**config.mk**
```make
export PLATFORM = sky130hd
export DESIGN_NAME = wb_arbiter
export DESIGN_NICKNAME = d
export VERILOG_FILES = /design/src/rtl/wb_pkg.sv /design/src/rtl/wb_arbiter_rr_pick.sv /design/src/rtl/wb_arbiter.sv
export SDC_FILE = /design/constraint.sdc
export NUM_CORES = 1
export LEC_CHECK = 0
export BUFFER_PORTS_ARGS = -buffer_cell sky130_fd_sc_hd__buf_4
export CORE_ASPECT_RATIO = 1.5
export CORE_MARGIN = 2
export CORE_UTILIZATION = 40
export CTS_CLUSTER_SIZE = 25
export DETAILED_ROUTE_END_ITERATION = 12
export PLACE_DENSITY_LB_ADDON = 0.3
export SLEW_MARGIN = 20
export SYNTH_ARGS = -nofsm -noshare
export SYNTH_HDL_FRONTEND = slang
export SYNTH_HIERARCHICAL = 1
export SYNTH_SLANG_ARGS = --single-unit
```
**constraint.sdc**
```tcl
create_clock -name clk -period 7.3 [get_ports clk]
set_clock_uncertainty 0.05 [all_clocks]
set_input_delay 0 -clock clk [delete_from_list [all_inputs] [get_ports clk]]
set_output_delay 0 -clock clk [all_outputs]
set_load 0.05 [all_outputs]
```
**src/rtl/wb_pkg.sv**
```systemverilog
// wb_pkg -- shared definitions for the write-back port arbiter.
//   XLEN_DEF / REGSEL_DEF : default data and register-index widths
//   PERF_W                : width of the contention counter
//   rr_next(g, n)         : modulo-n successor of g, used to advance the
//                           round-robin pointer past the last winner
package wb_pkg;

    localparam int XLEN_DEF   = 32;
    localparam int REGSEL_DEF = 5;
    localparam int PERF_W     = 16;

    function automatic int rr_next(input int g, input int n);
        return (g + 1 >= n) ? 0 : g + 1;
    endfunction

endpackage

```
**src/rtl/wb_arbiter_rr_pick.sv**
```systemverilog
// rr_pick -- combinational rotating-priority picker.
//   req_i     : eligible request vector
//   ptr_i     : index of the highest-priority requester
//   gnt_oh_o  : one-hot grant (all zero when nothing is eligible)
//   gnt_idx_o : binary index of the granted requester
//   gnt_any_o : some requester was granted
module rr_pick
    import wb_pkg::*;
#(
    parameter int NREQ  = 3,
    parameter int PTR_W = $clog2(NREQ)
) (
    input  logic [NREQ-1:0]  req_i,
    input  logic [PTR_W-1:0] ptr_i,
    output logic [NREQ-1:0]  gnt_oh_o,
    output logic [PTR_W-1:0] gnt_idx_o,
    output logic             gnt_any_o
);

    // Walk the requesters starting at ptr and stop at the first one set.
    always_comb begin
        int idx;
        idx       = 0;
        gnt_oh_o  = '0;
        gnt_idx_o = '0;
        gnt_any_o = 1'b0;
        for (int k = 0; k < NREQ; k++) begin
            if (!gnt_any_o) begin
                idx = (int'(ptr_i) + k) % NREQ;
                if (req_i[PTR_W'(idx)]) begin
                    gnt_any_o               = 1'b1;
                    gnt_oh_o[PTR_W'(idx)]   = 1'b1;
                    gnt_idx_o               = PTR_W'(idx);
                end
            end
        end
    end

endmodule

```
**src/rtl/wb_arbiter.sv**
```systemverilog
// wb_arbiter -- round-robin arbiter for the shared register-file write port
// and scoreboard release strobe.
//   clk, rst          : clock, synchronous active-high reset
//   req_valid/ready   : per-requester handshake (ready is combinational)
//   req_rd, req_data  : per-requester destination register and write data
//   we, rdwbs, wdata  : registered write port, one cycle after the grant
//   perf_wait         : saturating count of cycles with a refused request
// Build option WB_ARB_X0_FILTER_EN: requests to x0 are acknowledged at once
// without arbitrating, writing, moving the pointer or counting contention.
module wb_arbiter
    import wb_pkg::*;
#(
    parameter int NREQ   = 3,
    parameter int XLEN   = XLEN_DEF,
    parameter int REGSEL = REGSEL_DEF
) (
    input  logic                   clk,
    input  logic                   rst,
    input  logic [NREQ-1:0]        req_valid,
    input  logic [NREQ*REGSEL-1:0] req_rd,
    input  logic [NREQ*XLEN-1:0]   req_data,
    output logic [NREQ-1:0]        req_ready,
    output logic                   we,
    output logic [REGSEL-1:0]      rdwbs,
    output logic [XLEN-1:0]        wdata,
    output logic [PERF_W-1:0]      perf_wait
);

    localparam int PTR_W = $clog2(NREQ);

    logic [REGSEL-1:0] rd_arr   [NREQ];
    logic [XLEN-1:0]   data_arr [NREQ];
    logic [NREQ-1:0]   elig;
    logic [NREQ-1:0]   x0_ack;
    logic [NREQ-1:0]   gnt_oh;
    logic [PTR_W-1:0]  gnt_idx;
    logic              gnt_any;
    logic              grant;
    logic [3:0]        n_elig;
    logic              contend;

    logic [PTR_W-1:0]  ptr_q,   ptr_d;
    logic              we_q,    we_d;
    logic [REGSEL-1:0] rdwbs_q, rdwbs_d;
    logic [XLEN-1:0]   wdata_q, wdata_d;
    logic [PERF_W-1:0] perf_q,  perf_d;

    always_comb begin
        for (int i = 0; i < NREQ; i++) begin
            rd_arr[i]   = req_rd[i*REGSEL +: REGSEL];
            data_arr[i] = req_data[i*XLEN +: XLEN];
        end
    end

`ifdef WB_ARB_X0_FILTER_EN
    always_comb begin
        for (int i = 0; i < NREQ; i++) begin
            elig[i]   = req_valid[i] && (rd_arr[i] != '0);
            x0_ack[i] = req_valid[i] && (rd_arr[i] == '0);
        end
    end
`else
    assign elig   = req_valid;
    assign x0_ack = '0;
`endif

    rr_pick #(
        .NREQ  (NREQ),
        .PTR_W (PTR_W)
    ) u_pick (
        .req_i     (elig),
        .ptr_i     (ptr_q),
        .gnt_oh_o  (gnt_oh),
        .gnt_idx_o (gnt_idx),
        .gnt_any_o (gnt_any)
    );

    // Nothing is accepted in a reset cycle, so the requester keeps it pending.
    assign grant     = gnt_any && !rst;
    assign req_ready = rst ? '0 : (gnt_oh | x0_ack);

    always_comb begin
        n_elig = '0;
        for (int i = 0; i < NREQ; i++) begin
            n_elig = n_elig + 4'(elig[i]);
        end
    end
    assign contend = (n_elig > 4'd1);

    always_comb begin
        ptr_d   = ptr_q;
        we_d    = grant;
        rdwbs_d = rdwbs_q;
        wdata_d = wdata_q;
        perf_d  = perf_q;
        if (grant) begin
            ptr_d   = PTR_W'(rr_next(int'(gnt_idx), NREQ));
            rdwbs_d = rd_arr[gnt_idx];
            wdata_d = data_arr[gnt_idx];
        end
        if (contend && (perf_q != '1)) begin
            perf_d = perf_q + 16'd1;
        end
    end

    always_ff @(posedge clk) begin
        if (rst) begin
            ptr_q   <= '0;
            we_q    <= 1'b0;
            rdwbs_q <= '0;
            wdata_q <= '0;
            perf_q  <= '0;
        end else begin
            ptr_q   <= ptr_d;
            we_q    <= we_d;
            rdwbs_q <= rdwbs_d;
            wdata_q <= wdata_d;
            perf_q  <= perf_d;
        end
    end

    assign we        = we_q;
    assign rdwbs     = rdwbs_q;
    assign wdata     = wdata_q;
    assign perf_wait = perf_q;

endmodule

```
---- After elaboration in Yosys (flattened, before gate mapping) ----
Cells that the tools add are included.
storage, ports and cells
  input bits .............................. 116
  logic and storage cells ................. 71
  output and inout bits ................... 57
  register bits ........................... 56
operators by class
  magnitude comparators ................... 9
  bitwise operators ....................... 3
  eq/ne operators ......................... 1
  $add $sub $neg .......................... 6
  muxes and demuxes ....................... 38
  divide/modulo/power cells ............... 3
  reductions and logical operators ........ 6
operators with widths
  kind                                                                                  number
  32-bit binary-select mux with 2-bit select                                            1
  32-bit by 3-bit modulo with 32-bit output (second input constant)                     2
  32-bit 2-to-1 mux                                                                     2
  3-bit by 3-bit modulo with 32-bit output (second input constant)                      1
  3-bit 2-to-1 mux                                                                      6
  16-bit by 1-bit adder with 16-bit output (second input constant)                      1
  16-bit != test (second input constant)                                                1
  1-bit 2-to-1 mux                                                                      14
  2-bit by 4-bit less-than comparator with 1-bit output (second input constant)         3
  2-bit 2-to-1 mux                                                                      6
  5-bit binary-select mux with 2-bit select                                             1
  5-bit 2-to-1 mux                                                                      2
  2-bit by 1-bit adder with 3-bit output (second input constant)                        2
  1-bit binary-select mux with 2-bit select                                             3
  1-bit demux with 2-bit select                                                         3
  2-bit by 1-bit greater-or-equal comparator with 1-bit output (second input constant)  3
  3-bit bitwise OR                                                                      2
  1-bit logical AND                                                                     5
  2-bit by 1-bit adder with 3-bit output                                                1
  2-bit by 2-bit adder with 3-bit output (second input constant)                        1
  3-bit by 2-bit greater-or-equal comparator with 1-bit output (second input constant)  1
  3-bit greater-or-equal comparator (second input constant)                             1
  3-bit by 1-bit > comparator with 1-bit output (second input constant)                 1
  2-bit inverter with 3-bit output                                                      1
  2 further kinds                                                                       2

---- Depth between registers and ports, before layout ----
Gate-level depths: netlist of run 1.
  word-level depth ........................ 13
  mapped depth ............................ 13
  mapped depth without buffers ............ 10

---- Modules after synthesis ----
The synthesis of run 1 kept the hierarchy.
modules (own cells, without submodules)
  module      cells each  area an instance (µm²)  times used
  wb_arbiter  346         2,931.6                 1
  rr_pick     53          366.6                   1

---- Worst setup path after synthesis of run 1 ----
No wires, ideal clock.
  path type ............................... flip-flop to flip-flop
  start point ............................. register ptr_q[0]
  end point ............................... register wdata_q[0], in the netlist wdata[0]
  cell stages (with the launch flop) ...... 14
  arrival ................................. 2.288 ns
  library setup time ...................... 0.086 ns
  setup slack ............................. 4.877 ns
  required time ........................... 7.164 ns
  cells stage by stage .................... dfxtp_1 > inv_1 > ha_1 > buf_6 > nand2_1 > o21ai_0 > o21ai_0 > o22ai_1 > buf_2 > nor2b_1 > buf_2 > buf_2 > a21oi_1 > a211oi_1
between the ends
  word-level cells in the longest chain between the ends .. 13
  elaborated cells between the ends (all ways) .. 29
ends and longest elaborated chain
  element                                                                                                        RTL line                                            source
  from (decl)                                                                                                    wb_arbiter.sv:42                                    logic [PTR_W-1:0] ptr_q, ptr_d;
  from (signal assigned)                                                                                         wb_arbiter.sv:114                                   ptr_q <= ptr_d;
  2-bit by 1-bit adder with 3-bit output / 3-bit by 3-bit modulo with 32-bit output (equally long branches)      wb_arbiter_rr_pick.sv:29                            idx = (int'(ptr_i) + k) % NREQ;
  32-bit by 3-bit modulo with 32-bit output / 1-bit binary-select mux with 2-bit select (equally long branches)  wb_arbiter_rr_pick.sv:29, wb_arbiter_rr_pick.sv:30
  1-bit binary-select mux with 2-bit select / 1-bit 2-to-1 mux (equally long branches)                           wb_arbiter_rr_pick.sv:30                            if (req_i[PTR_W'(idx)]) begin
  1-bit 2-to-1 mux (not written as such)                                                                         wb_arbiter_rr_pick.sv:30
  1-bit 2-to-1 mux (not written as such) / 2-bit 2-to-1 mux (equally long branches)                              wb_arbiter_rr_pick.sv:30
  2-bit 2-to-1 mux                                                                                               wb_arbiter_rr_pick.sv:30
  2-bit 2-to-1 mux                                                                                               wb_arbiter_rr_pick.sv:28                            if (!gnt_any_o) begin
  2-bit 2-to-1 mux                                                                                               wb_arbiter_rr_pick.sv:30
  2-bit 2-to-1 mux *                                                                                             wb_arbiter_rr_pick.sv:28
  net gnt_idx[0]                                                                                                 wb_arbiter.sv:36                                    logic [PTR_W-1:0] gnt_idx;
  2-bit inverter with 3-bit output (not written as such) *                                                       wb_arbiter.sv:99                                    wdata_d = data_arr[gnt_idx];
  32-bit binary-select mux with 2-bit select *                                                                   wb_arbiter.sv:99
  32-bit 2-to-1 mux (not written as such) * (2 in series)                                                        wb_arbiter.sv:99
  to (signal assigned)                                                                                           wb_arbiter.sv:117                                   wdata_q <= wdata_d;
  to (decl)                                                                                                      wb_arbiter.sv:45                                    logic [XLEN-1:0] wdata_q, wdata_d;
The timed path passes the listed nets; every way through them passes the cells marked *. The select of a mux whose other input is x is not followed.
A chain may end at the register's enable or synchronous reset.

---- Worst setup path after layout of run 1 ----
  start point ............................. register ptr_q[1]
  end point ............................... register wdata_q[11], in the netlist wdata[11]
between the ends
  elaborated cells between the ends (all ways) .. 29
RTL lines
  element                                               RTL line                  source
  2-bit by 1-bit adder with 3-bit output                wb_arbiter_rr_pick.sv:29
  32-bit by 3-bit modulo with 32-bit output             wb_arbiter_rr_pick.sv:29
  1-bit binary-select mux with 2-bit select             wb_arbiter_rr_pick.sv:30
  1-bit 2-to-1 mux (not written as such) (2 in series)  wb_arbiter_rr_pick.sv:30
  1-bit 2-to-1 mux                                      wb_arbiter_rr_pick.sv:30
  1-bit 2-to-1 mux                                      wb_arbiter_rr_pick.sv:28
  1-bit 2-to-1 mux *                                    wb_arbiter_rr_pick.sv:28
  net gnt_any                                           wb_arbiter.sv:37          logic gnt_any;
  1-bit logical AND *                                   wb_arbiter.sv:79          assign grant = gnt_any && !rst;
Marks and branches as above.

==> results.cfg, run 1 <==
[run_status]
status = finished with violations
violations = hold timing

[global_routing]
grt_pass1_wl_mm = 16.6
grt_usage_pct = 22.8
grt_max_degree = 64
overflow = 0
grt_pass1_vias = 3601
antenna_found_initial = 0

[clock_tree]
clkTransAtPathRegs_ps = 70
cts_tree = yes
cts_sinks = 56
cts_max_level = 2
cts_resized = 0
cts_buffers = 5
cts-root-buf = clkbuf_16
post_cts_buffers = 0
worstSkewPairLatency_ps = 290
cts.path.max_buffers = 2

[placed_design]
dpl.cell_count = 649
portBuffers = 172
hpwl_mm = 7.49
gp_congestion = 0.873

[power]
p_leak_uw = 0.00223
ir_worst_vdd_uv = 234
power.density_nw_per_um2 = 417

[synthesis]
synthArstFlopShare_pct = 0
ys_types = 47
syn_area_um2 = 3300
syn_area_per_cell_um2 = 8.27
synth_nets = 521
synthFlopType = dfxtp_1
yosysWarnings = 6
synth_seq_cells = 56
ys_seq_area_share_pct = 34.0
syn_inst = 399
synth_edf_count = 0

[route]
first_pass_iters = 5
drt-initial-drc-count = 153
final_antenna_net_count = 0
drc_errors = 0
wl_mm = 10.2
wl_per_cell_um = 15.1
vias_per_cell = 5.38
num_vias = 3628

[floorplanning]
die_x_um = 78.1
initial_utilization_pct = 41.2
pin_count = 173
coreArea_um2 = 8010
fp-row-count = 40
dieArea_um2 = 9000
die_h_um = 115

[final_layout]
layout_common_cells = buf_4, nor2_1, dfxtp_1
fillers = 752
synthToLayoutAreaGrowth_pct = 49.7
final_common_cell = buf_4
register_area_um2 = 1120
stdcell_count = 674
multi_input_area_um2 = 2040
final_layout_size_suffix_gt1_share_pct = 34.8
final_nets = 690
antenna_cells = 0

[timing]
min_period_ps = 3620
maxSlewViolCount = 0
hold_viol_final = 1
post-route-period-util_pct = 49.6
fmax_mhz = 276
worstMarginPinSlew_ps = 905
tns_ps = 0
rsz0062_at_grt = no
relSlewSlack_pct = 39.4
final-setup-viol-count = 0
hold_ws_ps = -0.874

[worst_hold_path]
hold_start = req_data[33]
hold_path_class = in2reg

[job]
max_cap_viol_count = 0

[worst_setup_path]
endpoint_kind = flip-flop
crit_type = reg2reg
rrSetupSlack_ps = 3680
cp_data_arrival_time_ps = 3780
worst-path-max-fanout = 63
r2r-start = ptr_q[1]$_SDFFE_PP0P_
critical_path_required_ps = 7460
critPathLaunchType = flip-flop
crit_start = ptr_q[1]$_SDFFE_PP0P_
-- registers in the layout, summed over array words and instances (netlist names) --
name	cells
ptr_q	2
perf_wait	16
rdwbs	5
wdata	32
we	1
-- per-stage QoR --
stage | instance area [µm²] | hold WS [ps] | total power, µW | utilization, % | setup WS, ps
6_report | 4940 | -0.874 | 2060 | 61.7 | 3680
3_5_place_dp | 4630 | 211 | 1830 | 57.8 | 3710
5_1_grt | 4940 | 13.9 | 2190 | 61.7 | 3310
4_1_cts | 4940 | 0.486 | 2070 | 61.7 | 3700
2_1_floorplan | 3300 | 86.0 | 1470 | - | 4880
3_3_place_gp | 4630 | 197 | 1800 | 57.8 | 3840
-- where the power goes --
part           switching, µW  internal, µW
sequential              58.8           412
combinational            870           481
clock                    110           128
-- what timing repair did --
| action | CTS | global route |
|---|---|---|
| setup endpoints to repair | 0 | 0 |
| hold buffers | 17 | 0 |
| hold endpoints to repair | 17 | 0 |
-- final timing paths --
path	endpoint	cells past startpoint
max	wdata[11]$_SDFFE_PP0P_	11
min	wdata[1]$_SDFFE_PP0P_	3
max reg2reg	wdata[11]$_SDFFE_PP0P_	11
min reg2reg	wdata[18]$_SDFFE_PP0P_	2
-- synthesized netlist by cell type, types with 5 or more instances --
cell | count | share of area [%]
a211oi_1 | 24 | 5.5
a21oi_1 | 52 | 7.9
a22o_1 | 13 | 3.5
buf_2 | 11 | 1.7
clkbuf_1 | 15 | 1.7
dfxtp_1 | 56 | 34
ha_1 | 6 | 2.3
mux2i_1 | 41 | 12
nand2_1 | 28 | 3.2
nor2_1 | 57 | 6.5
nor2b_1 | 11 | 2.1
nor3_1 | 5 | 0.76
o21ai_0 | 9 | 1.4
o31ai_1 | 6 | 1.4
or4_1 | 5 | 1.1
-- routing by layer --
metal,share of wire [%],track usage [%],up-vias
li1,-,-,1793
met1,38,25.6,1670
met2,53,42.5,143
met3,5.9,3.77,22
met4,3.2,9.24,0
met5,0,0,-
-- worst max-delay path, cell delays in order (launching register included) --
cell and delay [ps]:
dfxtp_1 340, inv_1 90, ha_1 510, mux2i_1 200
mux2i_4 290, nor3_1 140, o21ai_4 70, buf_4 590
nor2b_1 220, nor3b_2 750, nand2_1 130, a21oi_1 150
-- cell type report --
class,count,share of cell area [%]
clock buffer,6,2.61
clock inverter,2,0.279
inverter,3,0.228
multi-input combinational,309,41.3
sequential,56,22.7
tap,105,2.66
timing repair buffer,193,30.2
-- logic make-up after synthesis --
family / synth area share, %
and+or+nand+nor: 22.4
AOI/OAI and AO/OA: 22.4
adders and majority gates: 2.28
buffers and inverters: 5.08
muxes: 13.8
DFF: 34.0
Power figures use the tool's default switching activity.
==> run 2: changes to the inputs <==
Clock period 7.3 ns to 3.7 ns, I/O delays scaled along.
==> results.cfg, run 2 (synthesis gave the netlist of run 1 again) <==
[timing]
post-route-period-util_pct = 90.6
worstMarginPinSlew_ps = 981
final-setup-viol-count = 0
min_period_ps = 3350
fmax_mhz = 298
hold_viol_final = 0
tns_ps = 0
maxSlewViolCount = 0
relSlewSlack_pct = 34.3
rsz0062_at_grt = no

[worst_setup_path]
r2r-start = ptr_q[1]$_SDFFE_PP0P_
r2r-end = wdata[8]$_SDFFE_PP0P_
critical_path_required_ps = 3870
reg2reg_depth = 9
crit_path_end = wdata[8]$_SDFFE_PP0P_
worst-path-max-fanout = 14
crit_start = ptr_q[1]$_SDFFE_PP0P_
critPathLaunchType = flip-flop
crit_type = reg2reg
rrSetupSlack_ps = 350
endpoint_kind = flip-flop
cp_data_arrival_time_ps = 3520

[final_layout]
synthToLayoutAreaGrowth_pct = 54.2
final_nets = 702
stdcell_count = 686
final_core_util_pct = 63.5
final_layout_size_suffix_gt1_share_pct = 34.3
multi_input_area_um2 = 2040
register_area_um2 = 1120
fillers = 715
layout_common_cells = buf_4, nor2_1, dfxtp_1
largest_register_ffs = 32
antenna_cells = 0
final_common_cell = buf_4

[route]
first_pass_iters = 4
drc_errors = 0
vias_per_cell = 5.36
wl_mm = 10.5
wl_per_cell_um = 15.4
final_antenna_net_count = 0
drt-initial-drc-count = 154
num_vias = 3680

[worst_hold_path]
hold_path_class = in2reg

[clock_tree]
cts-root-buf = clkbuf_16
cts_resized = 0
worstSkewPairLatency_ps = 300
cts.path.max_buffers = 2
cts_buffers = 5
cts_tree = yes
clkTransAtPathRegs_ps = 80
cts_max_level = 2
cts_sinks = 56

[floorplanning]
coreArea_um2 = 8010
dieArea_um2 = 9000
fp-row-count = 40
pin_count = 173
die_h_um = 115
die_x_um = 78.1
initial_utilization_pct = 41.2

[power]
ir_worst_vdd_uv = 561
p_leak_uw = 0.00229
power.density_nw_per_um2 = 813

[global_routing]
overflow = 0
grt_pass1_vias = 3615
grt_usage_pct = 22.9
grt_pass1_wl_mm = 16.7
antenna_found_initial = 0
grt_max_degree = 63

[placed_design]
gp_congestion = 0.826
dpl.cell_count = 649
hpwl_mm = 7.61
portBuffers = 172

[job]
max_cap_viol_count = 0

[run_status]
status = finished clean
-- run 2: cell count changes in the layout (fill, tap and decap cells not counted), sizes merged --
| cell | delta |
|---|---|
| bufinv | +1 |
| clkbuf | -1 |
| clkinv | -1 |
| clkinvlp | +1 |
| dlygate4sd3 | +12 |
-- run 2: power by group --
group / leakage [µW] / switching [µW] / total, µW / internal, µW
sequential: 0.000461 / 111 / 924 / 812
clock: 0.0000804 / 220 / 542 / 322
combinational: 0.00175 / 1710 / 2670 / 958
-- run 2: final cells by class --
type | instances | share of cell area (%)
Clock buffer | 5 | 2.46
Clock inverter | 3 | 0.910
Inverter | 3 | 0.221
Multi-Input combinational cell | 309 | 40.1
Sequential cell | 56 | 22.0
Tap cell | 105 | 2.58
Timing Repair Buffer | 205 | 31.7
-- run 2: worst min-delay path by stage --
stage | slack [ps] | to | startpoint | cells past startpoint
floorplan | 90 | rdwbs[2]$_SDFFE_PP0P_ | req_rd[2] | 2
global placement | 200 | wdata[27]$_SDFFE_PP0P_ | req_data[27] | 3
detailed placement | 210 | wdata[30]$_SDFFE_PP0P_ | req_data[30] | 3
CTS | 0.3 | wdata[5]$_SDFFE_PP0P_ | req_data[37] | 3
global route | 5 | wdata[5]$_SDFFE_PP0P_ | req_data[37] | 3
finish | 2 | wdata[5]$_SDFFE_PP0P_ | req_data[37] | 3
-- run 2: what timing repair did --
action / in CTS / in global routing
buffers inserted: 0 / 0
hold buffers: 29 / 0
hold endpoints to repair: 29 / 0
-- run 2: metrics by stage --
step	instance area (µm²)	hold slack (ps)	worst slack [ps]	power, µW
3_5_place_dp	4630	207	409	3580
2_1_floorplan	3300	86.0	1280	2900
3_3_place_gp	4630	197	572	3530
5_1_grt	5090	5.43	61.0	4390
4_1_cts	5090	0.329	363	4150
6_report	5090	2.02	347	4130
-- run 2: worst max-delay path, stage by stage, from the launching register on --
cell	delay (ps)
dfxtp_1	340
inv_1	90
ha_1	500
mux2i_1	390
mux2i_4	170
o21ai_4	440
nor2b_1	810
a22o_1	250
mux2i_1	70
a21oi_1	160
-- run 2: metal layers --
layer	vias up	track usage, %	wire, µm
met5	-	0	0
met4	0	9.47	289
met3	20	4.08	537
met2	134	44.8	5830
met1	1701	23.8	3880
li1	1825	-	-
==> run 3: changes to the inputs <==
Settings changed: CELL_PAD_IN_SITES_DETAIL_PLACEMENT set to 1, CELL_PAD_IN_SITES_GLOBAL_PLACEMENT set to 2, CORE_UTILIZATION 40 to 24.
==> results.cfg, run 3 (synthesis gave the netlist of run 1 again) <==
[run_status]
status = finished clean

[power]
comb_power_share_pct = 65.5
power.density_nw_per_um2 = 808
share_seq_of_total_power_pct = 22.3
clkPwrFrac_pct = 12.2
p_switching_uw = 2090
p_sw_share_pct = 50.4
power.internal_uw = 2060
total_power_uw = 4150
p_leak_uw = 0.00229
ir_worst_vdd_uv = 304

[timing]
worstMarginPinSlew_ps = 905
min_period_ps = 3090
maxSlewViolCount = 0
hold_viol_final = 0
final-setup-viol-count = 0
fmax_mhz = 324
tns_ps = 0
post-route-period-util_pct = 83.5
setup_slack_ps = 609
rsz0062_at_grt = no
relSlewSlack_pct = 39.6

[clock_tree]
cts_max_level = 2
cts.path.max_buffers = 2
postCtsHoldBufs = 27
cts_resized = 0
cts_tree = yes
worstSkewPairLatency_ps = 290
cts-root-buf = clkbuf_16
cts_buffers = 5
cts_sinks = 56
post_cts_buffers = 0
clkTransAtPathRegs_ps = 70

[worst_setup_path]
crit_buf_inv = 3
cp_top_family = buffers and inverters
rrSetupSlack_ps = 610
critical_path_required_ps = 3880
worst-path-max-fanout = 25
reg2reg_depth = 11
crit_start = ptr_q[1]$_SDFFE_PP0P_
r2r-end = wdata[19]$_SDFFE_PP0P_
cp.depth = 11
endpoint_kind = flip-flop
crit_type = reg2reg
cp_data_arrival_time_ps = 3270
critical-path-max-stage-delay_ps = 510
path_cells = inv_1, ha_1, mux2i_1, mux2i_4, o21ai_4, buf_4, nor2b_1, buf_4, a22o_1, mux2i_1, a21oi_1
r2r-start = ptr_q[1]$_SDFFE_PP0P_
critical_path.slowest_cell = ha_1
critPathLaunchType = flip-flop
crit_path_end = wdata[19]$_SDFFE_PP0P_

[job]
max_cap_viol_count = 0

[floorplanning]
dieArea_um2 = 14700
fp-row-count = 52
coreArea_um2 = 13500
die_h_um = 148
die_x_um = 99.7
pin_count = 173
initial_utilization_pct = 24.5

[final_layout]
register_area_um2 = 1120
largest_register_ffs = 32
antenna_cells = 0
layout_common_cells = buf_4, nor2_1, dfxtp_1
final_common_cell = buf_4
final_layout_size_suffix_gt1_share_pct = 34.5
fillers = 1628
synthToLayoutAreaGrowth_pct = 55.8
multi_input_area_um2 = 2050
post-route-cell-area_um2 = 5140
final_nets = 701

[global_routing]
busiest_layer = met2
grt_max_degree = 63
grt_pass1_wl_mm = 19.2
overflow = 0
use_met1_pct = 17.6
use_met2_pct = 29.1
antenna_found_initial = 0
met3_usage_pct = 3.64
grt_pass1_vias = 3934
grt_usage_pct = 15.9

[route]
first_pass_iters = 4
wl_mm = 11.6
num_vias = 3676
vias_per_cell = 4.95
wl_per_cell_um = 15.6
drc_errors = 0
final_antenna_net_count = 0
drt-initial-drc-count = 38

[placed_design]
dpl_cell_area_um2 = 4710
gp_congestion = 0.748
dp_slack_ps = 549
hpwl_mm = 8.61
portBuffers = 172

[worst_hold_path]
min_path_cells = 3
hold_path_class = in2reg
-- run 3: how the worst min path moves through the flow --
stage | startpoint | to | slack (ps)
after CTS | req_rd[9] | rdwbs[4]$_SDFFE_PP0P_ | 4
after global placement | req_data[24] | wdata[24]$_SDFFE_PP0P_ | 200
after detailed placement | req_data[26] | wdata[26]$_SDFFE_PP0P_ | 210
after global routing | req_rd[9] | rdwbs[4]$_SDFFE_PP0P_ | 30
final | req_data[45] | wdata[13]$_SDFFE_PP0P_ | 4
after floorplan | req_rd[2] | rdwbs[2]$_SDFFE_PP0P_ | 90
-- run 3: cell type report --
class / count / share of cell area, %
flip-flops and latches: 56 / 21.8
inverters: 3 / 0.219
multi-input cells: 309 / 39.9
repair buffers: 204 / 31.1
clock buffers: 6 / 2.70
clock inverters: 2 / 0.268
well taps: 162 / 3.94
-- run 3: stage by stage --
stage               cells  hold WS, ps  utilization (%)
floorplan             399         86.0                -
global placement      707          197             35.0
detailed placement    707          210             35.0
CTS                   742         3.59             38.1
global route          742         29.2             38.2
finish                742         4.43             38.2
-- run 3: layer usage --
layer | vias to the layer above | share of wire, %
met5 | - | 0
met4 | 0 | 2.6
met3 | 18 | 6.2
met2 | 105 | 52
met1 | 1734 | 39
li1 | 1819 | -
-- run 3: tightest hold or removal path, cell delays in order --
cell and delay, ps:
buf_4 110, a21oi_1 120, a211oi_1 80
-- run 3: power by group through the flow --
stage               logic (µW)  clock network [µW]  registers (µW)
floorplan                 1300                   0            1590
global placement          2690                   0             932
detailed placement        2720                   0             939
CTS                       2750                 532             931
global route              2940                 548             957
finish                    2720                 505             927
